[config.mk]
export PLATFORM = sky130hd
export DESIGN_NAME = uart_tx_pio_bridge
export DESIGN_NICKNAME = d
export VERILOG_FILES = /design/src/rtl/uart_tx_pio_bridge.sv
export SDC_FILE = /design/constraint.sdc
export NUM_CORES = 1
export LEC_CHECK = 0
export CAP_MARGIN = 20
export CORE_MARGIN = 10
export CORE_UTILIZATION = 51
export DETAILED_ROUTE_END_ITERATION = 8
export PLACE_DENSITY = 0.74
export SLEW_MARGIN = 10
export SYNTH_ARGS = -nofsm -noshare
export SYNTH_HDL_FRONTEND = slang
export SYNTH_SLANG_ARGS = --single-unit
[constraint.sdc]
create_clock -name clk_clk -period 5.8 [get_ports clk_clk]
set_input_delay 0.87 -clock clk_clk [delete_from_list [all_inputs] [get_ports clk_clk]]
set_output_delay 0.87 -clock clk_clk [all_outputs]
set_load 0.01 [all_outputs]
[src/rtl/uart_tx_pio_bridge.sv]
// UART transmitter fed from Nios PIO exports: toggle-handshake byte writes into a
// FIFO, serialized 8N1 LSB-first at a per-frame latched bit period.
module uart_tx_pio_bridge #(
    parameter int FIFO_DEPTH = 16,
    parameter int DIV_MIN    = 4
) (
    input  logic        clk_clk,
    input  logic        reset_reset,
    input  logic [31:0] pio_out,
    input  logic [15:0] divisor,
    output logic [31:0] pio_in,
    output logic        txd
);
    localparam int AW = $clog2(FIFO_DEPTH);
    localparam int LW = AW + 1;

    typedef enum logic [1:0] {IDLE, START, DATA, STOP} state_t;

    state_t        state;
    state_t        state_next;

    logic [7:0]    mem [FIFO_DEPTH];
    logic [LW-1:0] wr_cnt;
    logic [LW-1:0] rd_cnt;
    logic [LW-1:0] level;
    logic          full;
    logic          empty;
    logic          overflow;
    logic          prev_toggle;

    logic [7:0]    shreg;
    logic [15:0]   bit_period;
    logic [15:0]   cnt;
    logic [15:0]   div_clamped;
    logic [2:0]    bit_idx;
    logic          busy;

    logic [7:0]    wr_data;
    logic          wr_toggle;
    logic          flush;
    logic          enable;
    logic          write_evt;
    logic          push;
    logic          pop;
    logic          cnt_zero;
    logic          unused_pio_bits;

    assign wr_data         = pio_out[7:0];
    assign wr_toggle       = pio_out[8];
    assign flush           = pio_out[9];
    assign enable          = pio_out[10];
    assign unused_pio_bits = ^pio_out[31:11];

    assign level       = wr_cnt - rd_cnt;
    assign full        = (level == LW'(FIFO_DEPTH));
    assign empty       = (level == '0);
    assign cnt_zero    = (cnt == 16'd0);
    assign div_clamped = (divisor < 16'(DIV_MIN)) ? 16'(DIV_MIN) : divisor;

    // A frame may only start from IDLE or at the very end of a stop bit.
    assign write_evt = (wr_toggle != prev_toggle) && !flush;
    assign pop       = enable && !empty && !flush &&
                       ((state == IDLE) || ((state == STOP) && cnt_zero));
    assign push      = write_evt && (!full || pop);

    always_ff @(posedge clk_clk) begin
        if (reset_reset) begin
            wr_cnt      <= '0;
            rd_cnt      <= '0;
            overflow    <= 1'b0;
            prev_toggle <= wr_toggle;
        end else begin
            prev_toggle <= wr_toggle;
            if (flush) begin
                wr_cnt   <= '0;
                rd_cnt   <= '0;
                overflow <= 1'b0;
            end else begin
                if (push)
                    wr_cnt <= wr_cnt + LW'(1);
                if (pop)
                    rd_cnt <= rd_cnt + LW'(1);
                if (write_evt && full && !pop)
                    overflow <= 1'b1;
            end
        end
    end

    // NOTE: storage is not reset; the counters alone define which entries are valid.
    always_ff @(posedge clk_clk) begin
        if (push)
            mem[wr_cnt[AW-1:0]] <= wr_data;
    end

    always_ff @(posedge clk_clk) begin
        if (reset_reset)
            state <= IDLE;
        else
            state <= state_next;
    end

    always_comb begin
        state_next = state;
        unique case (state)
            IDLE:  if (pop) state_next = START;
            START: if (cnt_zero) state_next = DATA;
            DATA:  if (cnt_zero && (bit_idx == 3'd7)) state_next = STOP;
            STOP:  if (cnt_zero) state_next = pop ? START : IDLE;
            default: state_next = IDLE;
        endcase
    end

    // Bit period is captured at pop so a divisor change only affects later frames.
    always_ff @(posedge clk_clk) begin
        if (reset_reset) begin
            cnt        <= 16'd0;
            bit_period <= 16'(DIV_MIN);
            shreg      <= 8'd0;
            bit_idx    <= 3'd0;
        end else if (pop) begin
            shreg      <= mem[rd_cnt[AW-1:0]];
            bit_period <= div_clamped;
            cnt        <= div_clamped - 16'd1;
            bit_idx    <= 3'd0;
        end else if (state != IDLE) begin
            if (cnt_zero) begin
                cnt <= bit_period - 16'd1;
                if (state == START) begin
                    bit_idx <= 3'd0;
                end else if ((state == DATA) && (bit_idx != 3'd7)) begin
                    shreg   <= shreg >> 1;
                    bit_idx <= bit_idx + 3'd1;
                end
            end else begin
                cnt <= cnt - 16'd1;
            end
        end
    end

    always_comb begin
        txd  = 1'b1;
        busy = (state != IDLE);
        unique case (state)
            START:   txd = 1'b0;
            DATA:    txd = shreg[0];
            default: txd = 1'b1;
        endcase
    end

    // The ack toggle is exactly the last sampled write toggle.
    always_comb begin
        pio_in      = 32'd0;
        pio_in[7:0] = 8'(level);
        pio_in[8]   = full;
        pio_in[9]   = empty;
        pio_in[10]  = busy;
        pio_in[11]  = overflow;
        pio_in[16]  = prev_toggle;
    end

endmodule
==> impl_metrics.py, run 1 <==
metrics = {
    "status": {
        "outcome": "finished clean",
    },
    "global_routing": {
        "grt_pass1_vias": 5474,
        "grt_max_degree": 47,
        "grt_usage_pct": 16.4,
        "antenna_found_initial": 0,
        "grt_first_pass_wirelength_mm": 28.6,
        "gr-total-overflow": 0,
    },
    "setup_path": {
        "critPathCaptureType": "register",
        "timing.rr.start": "wr_cnt[0]",
        "critPathLaunchType": "register",
        "crit_path_end": "cnt[14]",
        "path_class": "reg2reg",
        "crit_path_max_fanout": 22,
        "cp-startpoint": "wr_cnt[0]",
        "rr_endpoint": "cnt[14]",
        "r2r_slack_ps": 1260,
        "cp_data_arrival_time_ps": 4910,
        "rr_worst_depth": 15,
        "cp_data_required_time_ps": 6160,
    },
    "clock_tree": {
        "ctsHoldBuffers": 0,
        "cts_resized": 0,
        "h-tree-depth": 4,
        "cts_buffer_depth": 2,
        "clock_latency_ps": 440,
        "cts.sinks": 189,
        "clk_pin_slew_ps": 80,
        "cts_setup_buffers": 0,
        "numCtsBuffers": 17,
        "clockRootBuffer": "clkbuf_16",
        "tritoncts": "yes",
    },
    "synth": {
        "netlist_instances": 659,
        "synth_common_cells": "128 x edfxtp_1, 66 x nand2_1, 65 x nor2_1",
        "ys_warn_count": 0,
        "yosys_most_used_dff": "edfxtp_1",
        "netlist_top_cells_area": "edfxtp_1 45%, dfxtp_1 14%, mux4_2 10%",
        "ys_types": 63,
        "synthArstFlopShare_pct": 0,
        "synth_top_area_share_pct": 44.7,
        "yosysMostFrequentCell": "edfxtp_1",
        "postSynthAreaPerCell_sq_um": 13.0,
        "synth-edff-count": 128,
        "yosysSeqAreaShare_pct": 58.9,
        "synth-seq-cells": 189,
        "synth_top_area_cell": "edfxtp_1",
        "synthesis.area_sq_um": 8590,
    },
    "timing": {
        "fmax_mhz": 220,
        "rsz0062_at_grt": "no",
        "slew_violations": 0,
        "finalCritPeriodShare_pct": 78.4,
        "worst_pin_slew_ps": 937,
        "period_needed_ps": 4540,
        "finalHoldViolations": 0,
        "finalSetupViolCount": 0,
        "relSlewSlack_pct": 37.3,
        "hold_ws_ps": 460,
        "final.setup.tns_ps": 0,
        "final.setup_skew_ps": 14.6,
    },
    "drt": {
        "drt-initial-drc-count": 456,
        "wl_per_cell_microns": 19.2,
        "via_count": 5287,
        "ant_nets": 0,
        "wl_mm": 17.7,
        "vias_per_cell": 5.73,
        "drc": 0,
        "drt_first_pass_iters": 5,
    },
    "place": {
        "dpl.cell_count": 889,
        "gp_congestion": 0.803,
        "placed_area_sq_um": 9070,
        "dp_hpwl_mm": 12.1,
        "portBuffers": 39,
    },
    "die": {
        "rows": 47,
        "io_pins": 83,
        "die_h_microns": 150,
        "dieArea_sq_um": 22400,
        "die_w_microns": 150,
        "core_area_sq_um": 16500,
        "start_util_pct": 52.0,
    },
    "layout": {
        "antennaDiodeCount": 0,
        "fin_cells": 923,
        "area_growth_pct": 12.6,
        "layout.nets": 758,
        "post-route-util_pct": 58.5,
        "drive_gt1_share_pct": 13.8,
        "fin_area_sq_um": 9670,
    },
    "flow_run": {
        "drv_cap": 0,
    },
    "power_and_ir_drop": {
        "leakage_nw": 3.23,
        "power_density_nw_per_um2": 359,
        "peakVddDrop_uv": 236,
    },
    "hold_path": {
        "hold_path.class": "reg2reg",
    },
}
-- state kept, by name (all words and copies together) (netlist names), named ones only --
name and count:
bit_idx 3, bit_period 16, cnt 16, mem 128, overflow 1, prev_toggle 1, rd_cnt 5, shreg 8
state 2, wr_cnt 5
-- cells by family (layout without fill, tap and decap cells) --
kind of cell / count (synthesis) / after routing / share of synthesized area, %
AOI/OAI and AO/OA: 98 / 98 / 7.88
xor gates and xnor gates: 24 / 24 / 2.45
adders and majority gates: 18 / 18 / 2.71
buffers and inverters: 76 / 99 / 4.67
DFF: 189 / 189 / 58.9
muxes: 58 / 58 / 12.7
other: 1 / 22 / 0.0436
and+or+nand+nor: 195 / 195 / 10.6
-- worst min path at each step --
| stage | to | cells after the start | startpoint |
|---|---|---|---|
| 2_1_floorplan | bit_period[14] | 2 | bit_period[14] |
| 3_3_place_gp | bit_period[14] | 2 | bit_period[14] |
| 3_5_place_dp | bit_period[15] | 2 | bit_period[15] |
| 4_1_cts | bit_period[15] | 2 | bit_period[15] |
| 5_1_grt | bit_period[15] | 2 | bit_period[15] |
| 6_report | bit_period[15] | 2 | bit_period[15] |
-- cell type report --
class	instances	area [sq um]
fillers	1265	6850
flip-flops and latches	189	5070
multi-input cells	415	3200
repair buffers	51	488
clock buffers	18	429
well taps	220	275
clock inverters	14	148
inverters	16	60.1
-- metrics by stage --
stage | worst slack (ps) | total power, mW
global placement | 1420 | 2.32
detailed placement | 1240 | 2.34
finish | 1260 | 3.47
global route | 869 | 3.62
floorplan | 1700 | 2.14
CTS | 1230 | 3.47
-- placed cells by master, fill, tap and decap left out, types with 4 or more instances in the layout --
master             n
buf_4             11
nor2_1            65
xor2_1             9
edfxtp_1         128
nor4_1             6
a211oi_1          14
nand2_1           66
inv_1             16
ha_1              17
mux4_2            40
a31oi_1            5
o21ai_0           15
nand3_1            4
xnor2_1           15
nor2b_1            4
nor3_1            20
a311oi_1           7
clkdlybuf4s50_1   39
nand2b_1           6
dfxtp_1           59
inv_8              5
clkbuf_16         17
mux2i_1           16
a21oi_1           33
conb_1            22
-- layer usage --
layer	share of wire, %	track usage, %	up-vias
met2	51	27.6	182
met4	1.4	5.78	0
met3	6.2	3.83	26
li1	-	-	2473
met1	42	20.2	2606
met5	0	0	-
-- report_power, final --
part / switching (mW) / internal, mW / total (mW)
clock: 0.524 / 0.609 / 1.13
combinational: 0.478 / 0.342 / 0.820
sequential: 0.0371 / 1.48 / 1.52
-- critical path, cell delays in order (launching register included) --
cell and delay (ps):
dfxtp_1 430, inv_1 110, ha_1 230, fa_1 400
xnor2_1 290, nor2_1 90, mux2i_1 500, o211a_1 670
o21ai_0 270, inv_1 100, ha_1 210, nand3b_1 160
mux2i_4 360, nor4b_2 300, xnor2_1 120, a211oi_2 210
Power figures use the tool's default switching activity.
==> run 2, diff against run 1 <==
--- a/config.mk
+++ b/config.mk
@@ -9,7 +9,7 @@
 export CORE_MARGIN = 10
 export CORE_UTILIZATION = 51
 export DETAILED_ROUTE_END_ITERATION = 8
-export PLACE_DENSITY = 0.74
+export PLACE_DENSITY = 0.77
 export SLEW_MARGIN = 10
 export SYNTH_ARGS = -nofsm -noshare
 export SYNTH_HDL_FRONTEND = slang
==> constraint.sdc (replaced) <==
create_clock -name clk_clk -period 4.1 [get_ports clk_clk]
set_input_delay 0.615 -clock clk_clk [delete_from_list [all_inputs] [get_ports clk_clk]]
set_output_delay 0.615 -clock clk_clk [all_outputs]
set_load 0.01 [all_outputs]
==> impl_metrics.py, run 2 (synthesized netlist as in run 1, its figures left out) <==
metrics = {
    "layout": {
        "drive_gt1_share_pct": 16.1,
        "final_common_cell": "edfxtp_1",
        "antennaDiodeCount": 0,
        "largest_reg_flops": 128,
        "area_growth_pct": 14.3,
        "fin_cells": 940,
        "fill_cells": 1252,
        "final_cell_mix": "128 x edfxtp_1, 66 x nand2_1, 65 x nor2_1, 58 x dfxtp_1, 40 x mux4_2",
        "layout.nets": 775,
    },
    "power_and_ir_drop": {
        "p_clk_share_pct": 32.0,
        "power_density_nw_per_um2": 506,
        "p_switching_mw": 1.50,
        "p_comb_share_pct": 24.7,
        "swShare_pct": 30.1,
        "sequentialPowerShare_pct": 43.2,
        "peakVddDrop_uv": 384,
        "internal_power_mw": 3.47,
        "total_power_mw": 4.97,
        "leakage_nw": 3.32,
    },
    "status": {
        "outcome": "finished clean",
    },
    "clock_tree": {
        "clockRootBuffer": "clkbuf_16",
        "ctsHoldBuffers": 0,
        "h-tree-depth": 4,
        "cts.sinks": 189,
        "clock_latency_ps": 430,
        "cts_buffer_depth": 2,
        "tritoncts": "yes",
        "numCtsBuffers": 17,
        "clk_pin_slew_ps": 70,
    },
    "timing": {
        "rsz0062_at_grt": "no",
        "finalHoldViolations": 0,
        "final.setup.tns_ps": 0,
        "final.setup_skew_ps": 11.0,
        "worst_pin_slew_ps": 1060,
        "finalWorstSetupSlack_ps": 226,
        "relSlewSlack_pct": 29.3,
        "hold_ws_ps": 464,
        "period_needed_ps": 3870,
        "finalCritPeriodShare_pct": 94.5,
        "fmax_mhz": 258,
        "finalSetupViolCount": 0,
        "slew_violations": 0,
    },
    "setup_path": {
        "path_class": "reg2out",
        "cp_data_arrival_time_ps": 3260,
        "slowest_stage": "clkdlybuf4s50_1",
        "timing.rr.start": "cnt[0]",
        "cp_data_required_time_ps": 3480,
        "critPathCaptureType": "primary output",
        "cp-startpoint": "wr_cnt[0]",
        "crit_path_max_fanout": 5,
        "rr_endpoint": "cnt[6]",
        "cp_cell_sequence": "inv_1 > ha_1 > fa_1 > inv_1 > nor4_2 > mux2i_4 > buf_4 > nor2b_1 > clkdlybuf4s50_1",
        "crit_path_end": "pio_in[8]",
        "critPathLaunchType": "register",
        "cpMostUsedCell": "inv_1",
        "rr_worst_depth": 13,
        "cpPeakStageDelay_ps": 620,
        "r2r_slack_ps": 300,
    },
    "drt": {
        "drt_first_pass_iters": 5,
        "drt-initial-drc-count": 473,
        "vias_per_cell": 5.82,
        "ant_nets": 0,
        "wl_mm": 18.8,
        "drc": 0,
        "wl_per_cell_microns": 20.0,
        "via_count": 5468,
    },
    "global_routing": {
        "grt_first_pass_wirelength_mm": 29.5,
        "gr-total-overflow": 0,
        "grt_usage_pct": 17.1,
        "antenna_found_initial": 0,
        "grt_pass1_vias": 5478,
        "grt_max_degree": 44,
    },
    "hold_path": {
        "hold_path.class": "reg2reg",
        "min_path_cells": 2,
    },
    "flow_run": {
        "drv_cap": 0,
    },
    "die": {
        "io_pins": 83,
        "dieArea_sq_um": 22400,
        "start_util_pct": 52.0,
        "rows": 47,
        "die_h_microns": 150,
        "die_w_microns": 150,
        "core_area_sq_um": 16500,
    },
    "place": {
        "gp_congestion": 0.858,
        "dpl.cell_count": 906,
        "portBuffers": 39,
        "pre_cts_slack_ps": 152,
        "dp_hpwl_mm": 12.9,
    },
}
## run 2: changes by cell type in the layout (fill, tap and decap cells not counted), sizes merged
cell | before | now
clkinvlp | 2 | 1
inv | 24 | 22
buf | 12 | 29
clkinv | 3 | 5
clkbuf | 18 | 19
## run 2: worst min-delay path by stage
stage                         startpoint        endpoint  slack (ps)
after floorplan           bit_period[14]  bit_period[14]         440
after global placement    bit_period[15]  bit_period[15]         440
after detailed placement        overflow        overflow         450
after CTS                       overflow        overflow         470
after global routing      bit_period[13]  bit_period[13]         510
final                           overflow        overflow         460
## run 2: timing repair
| item | 4_1_cts | 5_1_grt |
|---|---|---|
| setup buffers | 0 | 2 |
| endpoints found under the setup margin | 0 | 9 |
| resized for setup | 0 | 6 |
## run 2: final cells by class
| type | count | area (sq um) | area share (%) |
|---|---|---|---|
| multi-input cells | 415 | 3240 | 33.0 |
| well taps | 220 | 275 | 2.80 |
| flip-flops and latches | 189 | 5070 | 51.6 |
| clock buffers | 19 | 433 | 4.41 |
| clock inverters | 13 | 133 | 1.35 |
| inverters | 16 | 60.1 | 0.612 |
| repair buffers | 68 | 608 | 6.19 |
## run 2: critical path: cells and delay by family (launching register included)
family	cells	cell delay (ps)
buf+inv	4	940
fa+ha+maj	2	720
simple gates	2	630
flops	1	380
mux	1	150
## run 2: power groups by stage
stage | Combinational (mW) | Sequential [mW] | Clock, mW
6_report | 1.23 | 2.15 | 1.59
4_1_cts | 1.17 | 2.15 | 1.61
3_5_place_dp | 1.15 | 2.19 | 0
5_1_grt | 1.33 | 2.15 | 1.69
3_3_place_gp | 1.12 | 2.18 | 0
2_1_floorplan | 0.856 | 2.17 | 0
## run 2: metrics by stage
| step | area, sq um | utilization [%] |
|---|---|---|
| 2_1_floorplan | 8680 | - |
| 3_3_place_gp | 9200 | 55.7 |
| 3_5_place_dp | 9200 | 55.7 |
| 4_1_cts | 9770 | 59.1 |
| 5_1_grt | 9820 | 59.4 |
| 6_report | 9820 | 59.4 |
## run 2: metal layers
metal	part of all wire (%)	vias to the layer above	track usage, %
met2	51	192	29.1
met4	2.7	0	7.48
met1	40	2733	20.4
met3	6.5	38	3.74
li1	-	2505	-
met5	0	-	0
